--- src/rtl/regfile_pkg.sv ---
// Shared types and helpers for the multi-port register file.
// Holds the clear-engine state encoding, default sizes and the address-ignore predicate.
package regfile_pkg;

  typedef enum logic {CLEAR, READY} state_t;

  localparam int XLEN_DEFAULT  = 32;
  localparam int NREGS_DEFAULT = 32;

  // True for addresses that never hold state: beyond the array, or x0 when hardwired.
  function automatic logic isIgnored(input int addr, input int nregs, input bit hwZero);
    return (addr >= nregs) || (hwZero && (addr == 0));
  endfunction

endpackage

--- src/rtl/regfile_scoreboard.sv ---
// Per-register busy bits: set by issue, cleared by writeback (set wins), bulk clear.
// Lookups are combinational; set/clear enables arrive already validated by the caller.
module regfile_scoreboard
  import regfile_pkg::*;
#(
  parameter int NREGS         = NREGS_DEFAULT,
  parameter int AW            = $clog2(NREGS),
  parameter int NRD           = 2,
  parameter bit HARDWIRE_ZERO = 1'b1
) (
  input  logic              clk,
  input  logic              rst,
  input  logic              clearAll,
  input  logic              setEn,
  input  logic [AW-1:0]     setAddr,
  input  logic              clrEn,
  input  logic [AW-1:0]     clrAddr,
  input  logic [NRD*AW-1:0] lookupAddr,
  output logic [NRD-1:0]    lookupBusy
);

  logic [NREGS-1:0] busy;

  always_ff @(posedge clk or posedge rst) begin
    if (rst) begin
      busy <= '0;
    end else if (clearAll) begin
      busy <= '0;
    end else begin
      if (clrEn) busy[clrAddr] <= 1'b0;
      // Applied last so a same-cycle reissue keeps the register busy.
      if (setEn) busy[setAddr] <= 1'b1;
    end
  end

  for (genvar i = 0; i < NRD; i++) begin : gLookup
    logic [AW-1:0] addr;
    assign addr          = lookupAddr[i*AW +: AW];
    assign lookupBusy[i] = !isIgnored(32'(addr), NREGS, HARDWIRE_ZERO) && busy[addr];
  end

endmodule

--- src/rtl/regfile_mp.sv ---
// Multi-read-port register file with post-reset clear engine and busy scoreboard; reads are zero latency.
// Writes and scoreboard sets are dropped while clearing; define REGFILE_BYPASS_EN for write-through forwarding.
module regfile_mp
  import regfile_pkg::*;
#(
  parameter int XLEN          = XLEN_DEFAULT,
  parameter int NREGS         = NREGS_DEFAULT,
  parameter int AW            = $clog2(NREGS),
  parameter int NRD           = 2,
  parameter bit HARDWIRE_ZERO = 1'b1
) (
  input  logic                clk,
  input  logic                rst,
  input  logic                soft_clear,
  input  logic [NRD*AW-1:0]   rd_addr,
  output logic [NRD*XLEN-1:0] rd_data,
  output logic [NRD-1:0]      rd_busy,
  input  logic                we,
  input  logic [AW-1:0]       wr_addr,
  input  logic [XLEN-1:0]     wr_data,
  input  logic                sb_set,
  input  logic [AW-1:0]       sb_set_addr,
  output logic                init_done
);

  state_t          state;
  logic [AW-1:0]   clrIdx;
  logic [XLEN-1:0] mem [NREGS];
  logic [NRD-1:0]  sbBusy;
  logic            wrOk;
  logic            setOk;

  assign wrOk  = (state == READY) && we && !isIgnored(32'(wr_addr), NREGS, HARDWIRE_ZERO);
  assign setOk = (state == READY) && sb_set && !isIgnored(32'(sb_set_addr), NREGS, HARDWIRE_ZERO);

  always_ff @(posedge clk or posedge rst) begin
    if (rst) begin
      state     <= CLEAR;
      clrIdx    <= '0;
      init_done <= 1'b0;
    end else if (soft_clear) begin
      state     <= CLEAR;
      clrIdx    <= '0;
      init_done <= 1'b0;
    end else begin
      case (state)
        CLEAR: begin
          if (clrIdx == AW'(NREGS - 1)) begin
            state     <= READY;
            init_done <= 1'b1;
          end else begin
            clrIdx <= clrIdx + 1'b1;
          end
        end
        default: ;
      endcase
    end
  end

  // Storage has no reset; the clear engine zeroes it one entry per cycle.
  always_ff @(posedge clk) begin
    if (state == CLEAR) begin
      mem[clrIdx] <= '0;
    end else if (wrOk) begin
      mem[wr_addr] <= wr_data;
    end
  end

  regfile_scoreboard #(
    .NREGS        (NREGS),
    .AW           (AW),
    .NRD          (NRD),
    .HARDWIRE_ZERO(HARDWIRE_ZERO)
  ) uScoreboard (
    .clk       (clk),
    .rst       (rst),
    .clearAll  (soft_clear || (state == CLEAR)),
    .setEn     (setOk),
    .setAddr   (sb_set_addr),
    .clrEn     (wrOk),
    .clrAddr   (wr_addr),
    .lookupAddr(rd_addr),
    .lookupBusy(sbBusy)
  );

  for (genvar i = 0; i < NRD; i++) begin : gRead
    logic [AW-1:0]   addr;
    logic [XLEN-1:0] data;
    logic            busyOut;

    assign addr = rd_addr[i*AW +: AW];

    always_comb begin
      data    = '0;
      busyOut = 1'b0;
      if ((state == READY) && !isIgnored(32'(addr), NREGS, HARDWIRE_ZERO)) begin
        data    = mem[addr];
        busyOut = sbBusy[i];
`ifdef REGFILE_BYPASS_EN
        if (wrOk && (wr_addr == addr)) begin
          data    = wr_data;
          busyOut = setOk && (sb_set_addr == addr);
        end
`endif
      end
    end

    assign rd_data[i*XLEN +: XLEN] = data;
    assign rd_busy[i]              = busyOut;
  end

endmodule
--- config.mk ---
export PLATFORM = sky130hd
export DESIGN_NAME = regfile_mp
export DESIGN_NICKNAME = d
export VERILOG_FILES = /design/src/rtl/regfile_pkg.sv /design/src/rtl/regfile_scoreboard.sv /design/src/rtl/regfile_mp.sv
export SDC_FILE = /design/constraint.sdc
export NUM_CORES = 1
export LEC_CHECK = 0
export CAP_MARGIN = 5
export CORE_MARGIN = 5
export CORE_UTILIZATION = 38
export DETAILED_ROUTE_END_ITERATION = 12
export SKIP_CTS_REPAIR_TIMING = 1
export SKIP_LAST_GASP = 1
export SYNTH_ARGS = -nofsm -noshare
export SYNTH_HDL_FRONTEND = slang
export SYNTH_SLANG_ARGS = --single-unit
--- constraint.sdc ---
create_clock -name clk -period 5.1 [get_ports clk]
set_input_delay 0.51 -clock clk [delete_from_list [all_inputs] [get_ports clk]]
set_output_delay 0.51 -clock clk [all_outputs]
set_load 0.005 [all_outputs]
==> impl_results.md, run 1 <==
* Crit. End Element: primary output
* Crit path kind: flip-flop to primary output
* Final worst slack at 0.666 ns
* Vias in the first global route at 31.8k
* EDFF count, synth at 1024
* Most numerous cell in the Yosys netlist: edfxtp_1
* Number of nets in the layout at 3298
* Internal at 14.3 mW
* Die Y at 374 um
* CTS tree: done
* Startpoint types: flip-flop
* Slowest-stage cell, CP: and4b_2
* Post-synth top area cell: edfxtp_1
* Grt peak-use layer: met2
* Iteration-0 DRC Markers at 4158
* Met3 GRT Util at 5.86%
* Clock root cell: clkbuf_16
* Drt wl/cell at 34.7 um
* Final setup TNS at 0 ns
* CTS Buffer Depth at 3
* Number of remaining DRC errors at 0
* Switching share of total power at 22.8%
* Core area at 0.131 sq mm
* Area contributors post-synth: edfxtp_1 (61%), mux4_2 (12%), mux2i_1 (11%)
* Top Ports at 124
* Buf/Inv on CP at 2
* Die area at 0.140 sq mm
* RSZ-0062 raised after global routing: no
* Area delta synth->final at 14.5%
* Pre-CTS worst setup slack at 0.952 ns
* CTS Sinks at 1063
* Gate Count Post-Synth at 3118
* Syn nets at 3177
* Warnings from Yosys at 0
* Max Cap Viol at 0
* Logic gate share of total power at 6.5%
* Fillers at 11.5k
* Clk_skew at 0.0351 ns
* Cell Pwr Density at 323 mW/mm^2
* Largest stage delay, worst path at 1.06 ns
* Fin. Hold Viols at 0
* #FFs+latches synth at 1063
* Status: finished clean
* First-pass GRT wire length at 246 mm
* CP cell instances: and4b_2, buf_4, a22o_1, a31oi_1, nand4_1, clkdlybuf4s50_1
* Post-synth top cells: edfxtp_1 (1024), mux2i_1 (532), mux4_2 (262)
* Tot Pwr at 18.6 mW
* Clock share of power at 41.9%
* Clk slew on worst S/H paths at 0.06 ns
* GR Layer Usage met1 at 34.8%
* Pin count of the biggest net entering global routing at 80
* Cell family with most CP delay: simple AND/OR/NAND/NOR gates
* Max Fclk at 226 MHz
* Most common flop cell mapped by yosys: edfxtp_1
* Hpwl dp at 105 mm
* GRT Resource Usage Total at 24.6%
* Post-synthesis async set-or-reset flop share at 3.67%
* Worst skew pair latency at 0.73 ns
* # rows at 133
* Starting Density at 38.3%
* Overflow after GRT at 0
* Netlist cell types at 51
* Chip Width at 374 um
* WP data required at 4.59 ns
* Vias/cell at 6.41
* DRT Wirelength at 177 mm
* Crit path max fanout at 26
* Post-synth top area share at 61.1%
* Post-DRT Antenna Nets at 0
* # setup viols final at 0
* Num CTS Buffers at 108
* Slew @ Worst Pin at 1.47 ns
* Met2 Track Usage GR at 37.4%
* Peak VDD IR at 264 uV
* Flop pwr share at 51.6%
* Final period util at 86.9%
* Final RePlAce weighted congestion at 0.835
* DRT Pass-1 Iters at 6
* Mean Syn Cell Area at 16.1 sq um
* Initial antenna violation count at 7
* Static Leak at 18.4 nW
* Layout cells sized above 1 at 18.8%
* Fin crit period at 4.43 ns
* Mapped cell area at 0.0503 sq mm
* Vias at 32.6k
* Number of H-tree levels at 3
* I/O Buffers at 123
* Worst slew margin at 1.81%
* P_sw at 4.24 mW
* Hold Crit Class: input pin to asynchronous set/reset pin
* Register area share after synthesis at 63.0%
* Arr. time, crit path at 3.92 ns
* Slew Limit Fails at 0
==> final timing paths <==
check | from | to | slack [ns] | cells after the start
worst max-delay path | state | rd_data[18] | 0.67 | 6
worst min-delay path | rst | clrIdx[0] | 0.25 | 3
worst max register to register | state | mem[17][4] | 1.37 | 6
worst min register to register | uScoreboard.busy[0] | uScoreboard.busy[0] | 0.51 | 1
max in group asynchronous | rst | uScoreboard.busy[14] | 4.49 | 3
min in group clk | uScoreboard.busy[0] | uScoreboard.busy[0] | 0.51 | 1
==> cell usage in the layout, fill, tap and decap left out, types with 8 or more instances in the layout <==
cell             count
edfxtp_1          1024
mux2i_1            532
mux4_2             262
a22oi_1            213
nand2_1            158
nand3_1            133
clkdlybuf4s50_1    117
clkbuf_16          110
buf_4              109
a21oi_1             92
nand4_1             67
a31oi_1             55
a22o_1              52
dfrtp_1             39
and2_1              37
nor2_1              28
clkbuf_1            27
clkinv_2            25
buf_12              25
nor2_4              24
clkinv_1            22
a32o_1              20
and3_1              14
nor3_2              14
o21ai_0             13
inv_1                9
nor2b_4              8
==> metal layers <==
metal / vias to the layer above / part of all wire, %
met5: - / 0.023
met2: 2001 / 45
met4: 6 / 3.7
li1: 13100 / -
met1: 17100 / 40
met3: 385 / 11
==> worst reg2reg max path, cell delays in order (launching register included) <==
cell and delay, ns:
dfrtp_1 0.71, buf_4 0.30, nand2_1 0.26, nor3_1 0.77
a41oi_1 0.32, nor3b_2 0.33, buf_4 0.64
==> metrics by stage <==
step | hold slack (ns) | area (sq um) | instances | utilization, %
3_5_place_dp | 0.502 | 54200 | 4884 | 41.2
2_1_floorplan | 0.467 | 50300 | 3118 | -
3_3_place_gp | 0.483 | 54200 | 4884 | 41.2
4_1_cts | 0.231 | 57600 | 5086 | 43.8
5_1_grt | 0.277 | 57600 | 5087 | 43.8
6_report | 0.249 | 57600 | 5089 | 43.8
==> sequential cells by signal (all words and copies together), names as in the netlist <==
signal	flops
clrIdx	5
init_done	1
uScoreboard.busy	32
mem	1024
state	1
==> power by group through the flow <==
stage | sequential [mW] | combinational [mW] | clock, mW
detailed placement | 9.77 | 1.19 | 0
global route | 9.59 | 1.24 | 8.24
CTS | 9.58 | 1.20 | 7.85
global placement | 9.76 | 1.19 | 0
finish | 9.58 | 1.21 | 7.78
floorplan | 9.75 | 0.750 | 0
==> kinds of logic (layout without fill, tap and decap cells) <==
logic type	Yosys count	in the layout	synth area share [%]
XOR/XNOR	3	3	0.0522
other	0	3	0
AO/OA/AOI/OAI	468	468	6.58
adder cells (fa/ha/maj)	2	2	0.0497
flip-flops	1063	1063	63.0
buffers and inverters	255	468	2.66
multiplexers	795	795	22.3
AND/OR/NAND/NOR	532	532	5.30
==> layout make-up <==
type | count | area (sq um) | share of cell area [%]
Inverter | 9 | 33.8 | 0.0587
Clock buffer | 138 | 2870 | 4.98
Timing Repair Buffer | 257 | 2580 | 4.47
Tap cell | 1755 | 2200 | 3.81
Sequential cell | 1063 | 31700 | 55.1
Antenna cell | 3 | 7.51 | 0.0130
Clock inverter | 64 | 547 | 0.949
Multi-Input combinational cell | 1800 | 17600 | 30.6
Note: power is estimated with default switching activity, not from simulation.
==> inputs of run 2 (changes only) <==
--- a/config.mk
+++ b/config.mk
@@ -6,9 +6,9 @@
 export NUM_CORES = 1
 export LEC_CHECK = 0
 export CAP_MARGIN = 5
-export CORE_MARGIN = 5
 export CORE_UTILIZATION = 38
 export DETAILED_ROUTE_END_ITERATION = 12
+export PLACE_DENSITY = 0.49
 export SKIP_CTS_REPAIR_TIMING = 1
 export SKIP_LAST_GASP = 1
 export SYNTH_ARGS = -nofsm -noshare
==> run 2 against run 1 <==
Non-clock buffer count grew 26. Hold slack lost 0.048 ns. First-iteration DRC count is 8.3% higher.
==> impl_results.md, run 2 (synthesis results as in run 1) <==
* Number of nets in the layout at 3330
* Max Fclk at 223 MHz
* Peak VDD IR at 314 uV
* Buf/Inv on CP at 2
* Fillers at 11.5k
* Clk_skew at 0.0209 ns
* Status: finished clean
* Slew Limit Fails at 0
* First-pass GRT wire length at 257 mm
* Hpwl dp at 115 mm
* Initial antenna violation count at 16
* Startpoint types: flip-flop
* Die area at 0.134 sq mm
* Max Cap Viol at 0
* Drt wl/cell at 36.0 um
* CTS tree: done
* Largest regs: mem (1024), uScoreboard.busy (32), clrIdx (5)
* RSZ-0062 raised after global routing: no
* Commonest non-fill, non-tap cells in the layout: edfxtp_1 (1024), mux2i_1 (532), mux4_2 (262)
* Clock root cell: clkbuf_16
* Critical path depth at 6
* Chip Width at 366 um
* Crit path max fanout at 19
* Layout cells sized above 1 at 19.1%
* Pin count of the biggest net entering global routing at 106
* GRT Resource Usage Total at 27.2%
* Iteration-0 DRC Markers at 4504
* Fin area at 0.0580 sq mm
* # rows at 133
* Cell Pwr Density at 326 mW/mm^2
* Vias in the first global route at 32.5k
* Cell family with most CP delay: simple AND/OR/NAND/NOR gates
* Vias/cell at 6.36
* Overflow after GRT at 0
* R2R depth at 6
* CTS Sinks at 1063
* Top Ports at 124
* Fin. Hold Viols at 0
* CP cell instances: and4b_2, buf_4, a22o_1, a31oi_1, nand4_1, clkdlybuf4s50_1
* Arr. time, crit path at 3.98 ns
* Area delta synth->final at 15.2%
* Vias at 32.6k
* DRT Wirelength at 185 mm
* Worst slew margin at 11.0%
* Post-DRT Antenna Nets at 0
* Crit. End Element: primary output
* WP data required at 4.59 ns
* Number of H-tree levels at 3
* DRT Pass-1 Iters at 5
* Tot Pwr at 18.9 mW
* Largest Register: mem
* # setup viols final at 0
* Final setup TNS at 0 ns
* DP Area at 0.0544 sq mm
* Slowest-stage cell, CP: and4b_2
* Flip-flop count of the largest register after layout at 1024
* Die Y at 366 um
* Hold Slack at 0.201 ns
* Fin crit period at 4.49 ns
* Clk slew on worst S/H paths at 0.06 ns
* Most common cell after layout, fill and taps aside: edfxtp_1
* Starting Density at 38.3%
* Final RePlAce weighted congestion at 0.858
* Crit path kind: flip-flop to primary output
* Slew @ Worst Pin at 1.33 ns
* Final period util at 88.1%
* Final worst slack at 0.607 ns
* Pre-CTS worst setup slack at 0.786 ns
* Largest stage delay, worst path at 0.69 ns
* Num CTS Buffers at 114
* Worst skew pair latency at 0.73 ns
* Static Leak at 18.6 nW
* I/O Buffers at 123
* CTS Buffer Depth at 3
* Hold Crit Class: input pin to asynchronous set/reset pin
* Core area at 0.131 sq mm
* Number of remaining DRC errors at 0
run 2: changes by cell type in the layout (fill, tap and decap cells not counted), moves of 2 or more:
cell,previous run,this run
buf_4,109,133
clkinv_4,1,3
clkinv_2,25,11
clkinv_1,22,36
clkbuf_1,27,33
clkbuf_16,110,117
buf_12,25,27
run 2: worst paths after layout:
path	from	end	slack [ns]
max	state	rd_data[1]	0.61
min	rst	uScoreboard.busy[6]	0.20
max reg2reg	state	mem[19][23]	1.33
min reg2reg	uScoreboard.busy[0]	uScoreboard.busy[0]	0.51
max in group asynchronous	rst	uScoreboard.busy[9]	4.52
min in group clk	uScoreboard.busy[0]	uScoreboard.busy[0]	0.51
run 2: worst reg2reg max path, stage by stage, from the launching register on:
cell	delay (ns)
dfrtp_1	0.74
buf_4	0.33
nand2_1	0.28
nor3_1	0.70
a41oi_1	0.32
nor3_2	0.39
buf_4	0.60
run 2: cell type report:
class / instances / area, sq um / area share (%)
Timing Repair Buffer: 283 / 2800 / 4.82
Antenna cell: 4 / 10.0 / 0.0173
Multi-Input combinational cell: 1800 / 17600 / 30.4
Sequential cell: 1063 / 31700 / 54.7
Tap cell: 1755 / 2200 / 3.79
Inverter: 9 / 33.8 / 0.0583
Clock buffer: 150 / 3050 / 5.26
Clock inverter: 64 / 533 / 0.919
run 2: where the power goes:
group	internal (mW)	leakage, nW	switching (mW)
Combinational	0.482	7.95	0.753
Sequential	9.54	8.95	0.0439
Clock	4.59	1.73	3.49
run 2: metrics by stage:
stage                     instances  utilization, %
after CTS                      5124            44.1
after global placement         4910            41.4
after detailed placement       4910            41.4
final                          5128            44.1
after floorplan                3118               -
after global routing           5124            44.1
run 2: routing by layer:
| metal | up-vias | routed length, um | global-route usage, % |
|---|---|---|---|
| met3 | 330 | 16700 | 4.80 |
| met2 | 1734 | 85300 | 42.6 |
| met4 | 4 | 5470 | 8.24 |
| met5 | - | 23 | 0 |
| li1 | 13200 | - | - |
| met1 | 17400 | 77100 | 38.7 |
==> edit: new RTL, settings of run 2 <==
Register the input `we` before use. The logic sees it one clock later. The other inputs are not delayed to match.
--- a/src/rtl/regfile_mp.sv
+++ b/src/rtl/regfile_mp.sv
@@ -23,6 +23,12 @@
   output logic                init_done
 );
 
+  logic we_q;
+
+  always_ff @(posedge clk) begin
+    we_q <= we;
+  end
+
   state_t          state;
   logic [AW-1:0]   clrIdx;
   logic [XLEN-1:0] mem [NREGS];
@@ -30,7 +36,7 @@
   logic            wrOk;
   logic            setOk;
 
-  assign wrOk  = (state == READY) && we && !isIgnored(32'(wr_addr), NREGS, HARDWIRE_ZERO);
+  assign wrOk  = (state == READY) && we_q && !isIgnored(32'(wr_addr), NREGS, HARDWIRE_ZERO);
   assign setOk = (state == READY) && sb_set && !isIgnored(32'(sb_set_addr), NREGS, HARDWIRE_ZERO);
 
   always_ff @(posedge clk or posedge rst) begin
Function: same outputs for any inputs over 4 cycles, from zero or initial values and one cycle with rst high; that may be too few to reach the edited logic, so the function may still have changed.
==> edit against run 2 <==
- sequential cell count grew 1
- first-iteration DRC count shrank 29%
- wire length shrank 1.5%
- area after synthesis is essentially flat
- clock skew grew 0.010 ns
- synthesized cell count is essentially flat
- global-route usage shrank 0.41 points
- total power grew 0.76%
- worst setup slack lost 0.018 ns
- cell area shrank 0.17%
- critical endpoint is now rd_data[8]
==> edit: results (changes against run 2) <==
** Finish
- The non-clock buffer total of the final layout came to 267 (was 283).
- Finished Layout Cells :: 5112 (was 5128)
- Footprint of the flip-flops and latches :: 31750 sq um (was 31730 sq um)
- Non-Clock Buffer Area Fraction :: 0.04536 (was 0.04822)
- Clock tree cell share of total cell area :: 0.06285 (was 0.06181)
- The number of nets in the final layout was 3317 (was 3330).
- The final design instance area without fill came to 57900 sq um (was 57990 sq um).
- The number of clock-tree buffers in the layout came to 152 (was 150).
- FILL cells :: 11.52k (about the same)

** Yosys
- Number of library cell types mapped by synthesis :: 52 (was 51)
- Leading cell types by total area after synthesis: edfxtp_1 (61%), mux4_2 (12%), mux2i_1 (11%), a22oi_1 (3.2%), dfrtp_1 (1.9%) (unchanged).
- Net Count, Synth :: 3178 (was 3177)
- Part of the Yosys area used for sequential elements :: 0.6305 (was 0.6304)
- The mean instance size in the synthesized netlist was 16.14 sq um (about the same).
- The async set-or-reset flop fraction in the synthesized netlist came to 0.03665 (was 0.03669).
- Post-synthesis sequential element count :: 1064 (was 1063)

** Placement
- Post-DP HPWL :: 111800 um (was 114900 um)
- Placed standard-cell area :: 54250 sq um (was 54400 sq um)
- GP Congestion :: 0.8580 (was 0.8576)
- Pre-CTS worst setup slack :: 0.9105 ns (was 0.7860 ns)
- The number of placed instances with taps included is 4895 (was 4910).

** Worst setup path
- The data arrival time of the worst path is 4.00 ns (was 3.98 ns).
- Worst reg2reg setup slack :: 1.50 ns (was 1.33 ns)
- Critical path start-end classification :: reg2out (unchanged)
- The standard cell with the maximum stage delay on the critical path was dfrtp_1 (was and4b_2).
- Maximum net fanout on the critical path :: 17 (was 19)
- The cell type group with the largest total delay on the critical path is simple AND/OR/NAND/NOR gates (unchanged).

** Power
- Sw Ratio :: 0.2305 (was 0.2268)
- Power drawn by the combinational cells :: 1280 uW (was 1230 uW)
- Pint :: 14660 uW (was 14620 uW)
- Clk network pwr share :: 0.430 (was 0.428)
- The largest voltage drop on the vdd net came to 0.0003098 V (was 0.0003145 V).
- The leakage dissipation came to 0.01977 uW (was 0.01863 uW).

** Timing
- Transition time at the pin with the least slew margin :: 1.256 ns (was 1.335 ns)
- Final hold slack :: 0.2040 ns (was 0.2008 ns)
- Final critical delay including setup and external delays :: 4.511 ns (was 4.493 ns)
- Worst clock skew :: 0.03113 ns (was 0.02094 ns)

** Drt
- The detail-routed via count per cell is 6.296 (was 6.363).
- The DRC marker count from the first detailed-route iteration was 3208 (was 4504).

** Global route
- Number of global-route vias before repair :: 32.79k (was 32.48k)
- The pin count of the biggest net entering global routing was 61 (was 106).
- First-pass GRT wire length :: 252500 um (was 256600 um)
- The total routing usage reported by global routing is 0.2680 (was 0.2721).
- Initial antenna violation count :: 10 (was 16)

** CTS
- Clk_lat worst skew :: 0.77 ns (was 0.73 ns)
- Clock transition at the registers of the reported paths :: 0.06 ns (about the same)
- The number of clock buffers inserted by TritonCTS is 116 (was 114).

** Outcome
- Result of the run: completed (unchanged).

** Floorplan
- The die outline width is 366.0 um (was 365.9 um).
## edit: final timing paths
| path | cells after the start | endpoint |
|---|---|---|
| worst min-delay path | 3 | uScoreboard.busy[25] |
| worst max-delay path | 6 | rd_data[8] |
| max in group asynchronous | 3 | clrIdx[4] |
| worst max register to register | 6 | mem[16][20] |
| min in group clk | 1 | we_q |
| worst min register to register | 1 | uScoreboard.busy[0] |
## edit: metal layers
layer | track usage | vias to the layer above | routed length [um]
met3 | 0.05072 | 298 | 13540
li1 | - | 13140 | -
met4 | 0.09422 | 12 | 5733
met5 | 0 | - | 67
met2 | 0.4213 | 1379 | 84730
met1 | 0.3718 | 17360 | 77680
## edit: tightest hold or removal path, delay by kind of cell
family,cells,cell delay (ns)
buffers and inverters,3,0.89
## edit: cells by family after synthesis
family	share of synthesized area
xor+xnor	0.0005220
mux	0.2232
buf+inv	0.02654
flops	0.6305
simple gates	0.05296
fa+ha+maj	0.0004970
compound gates	0.06573
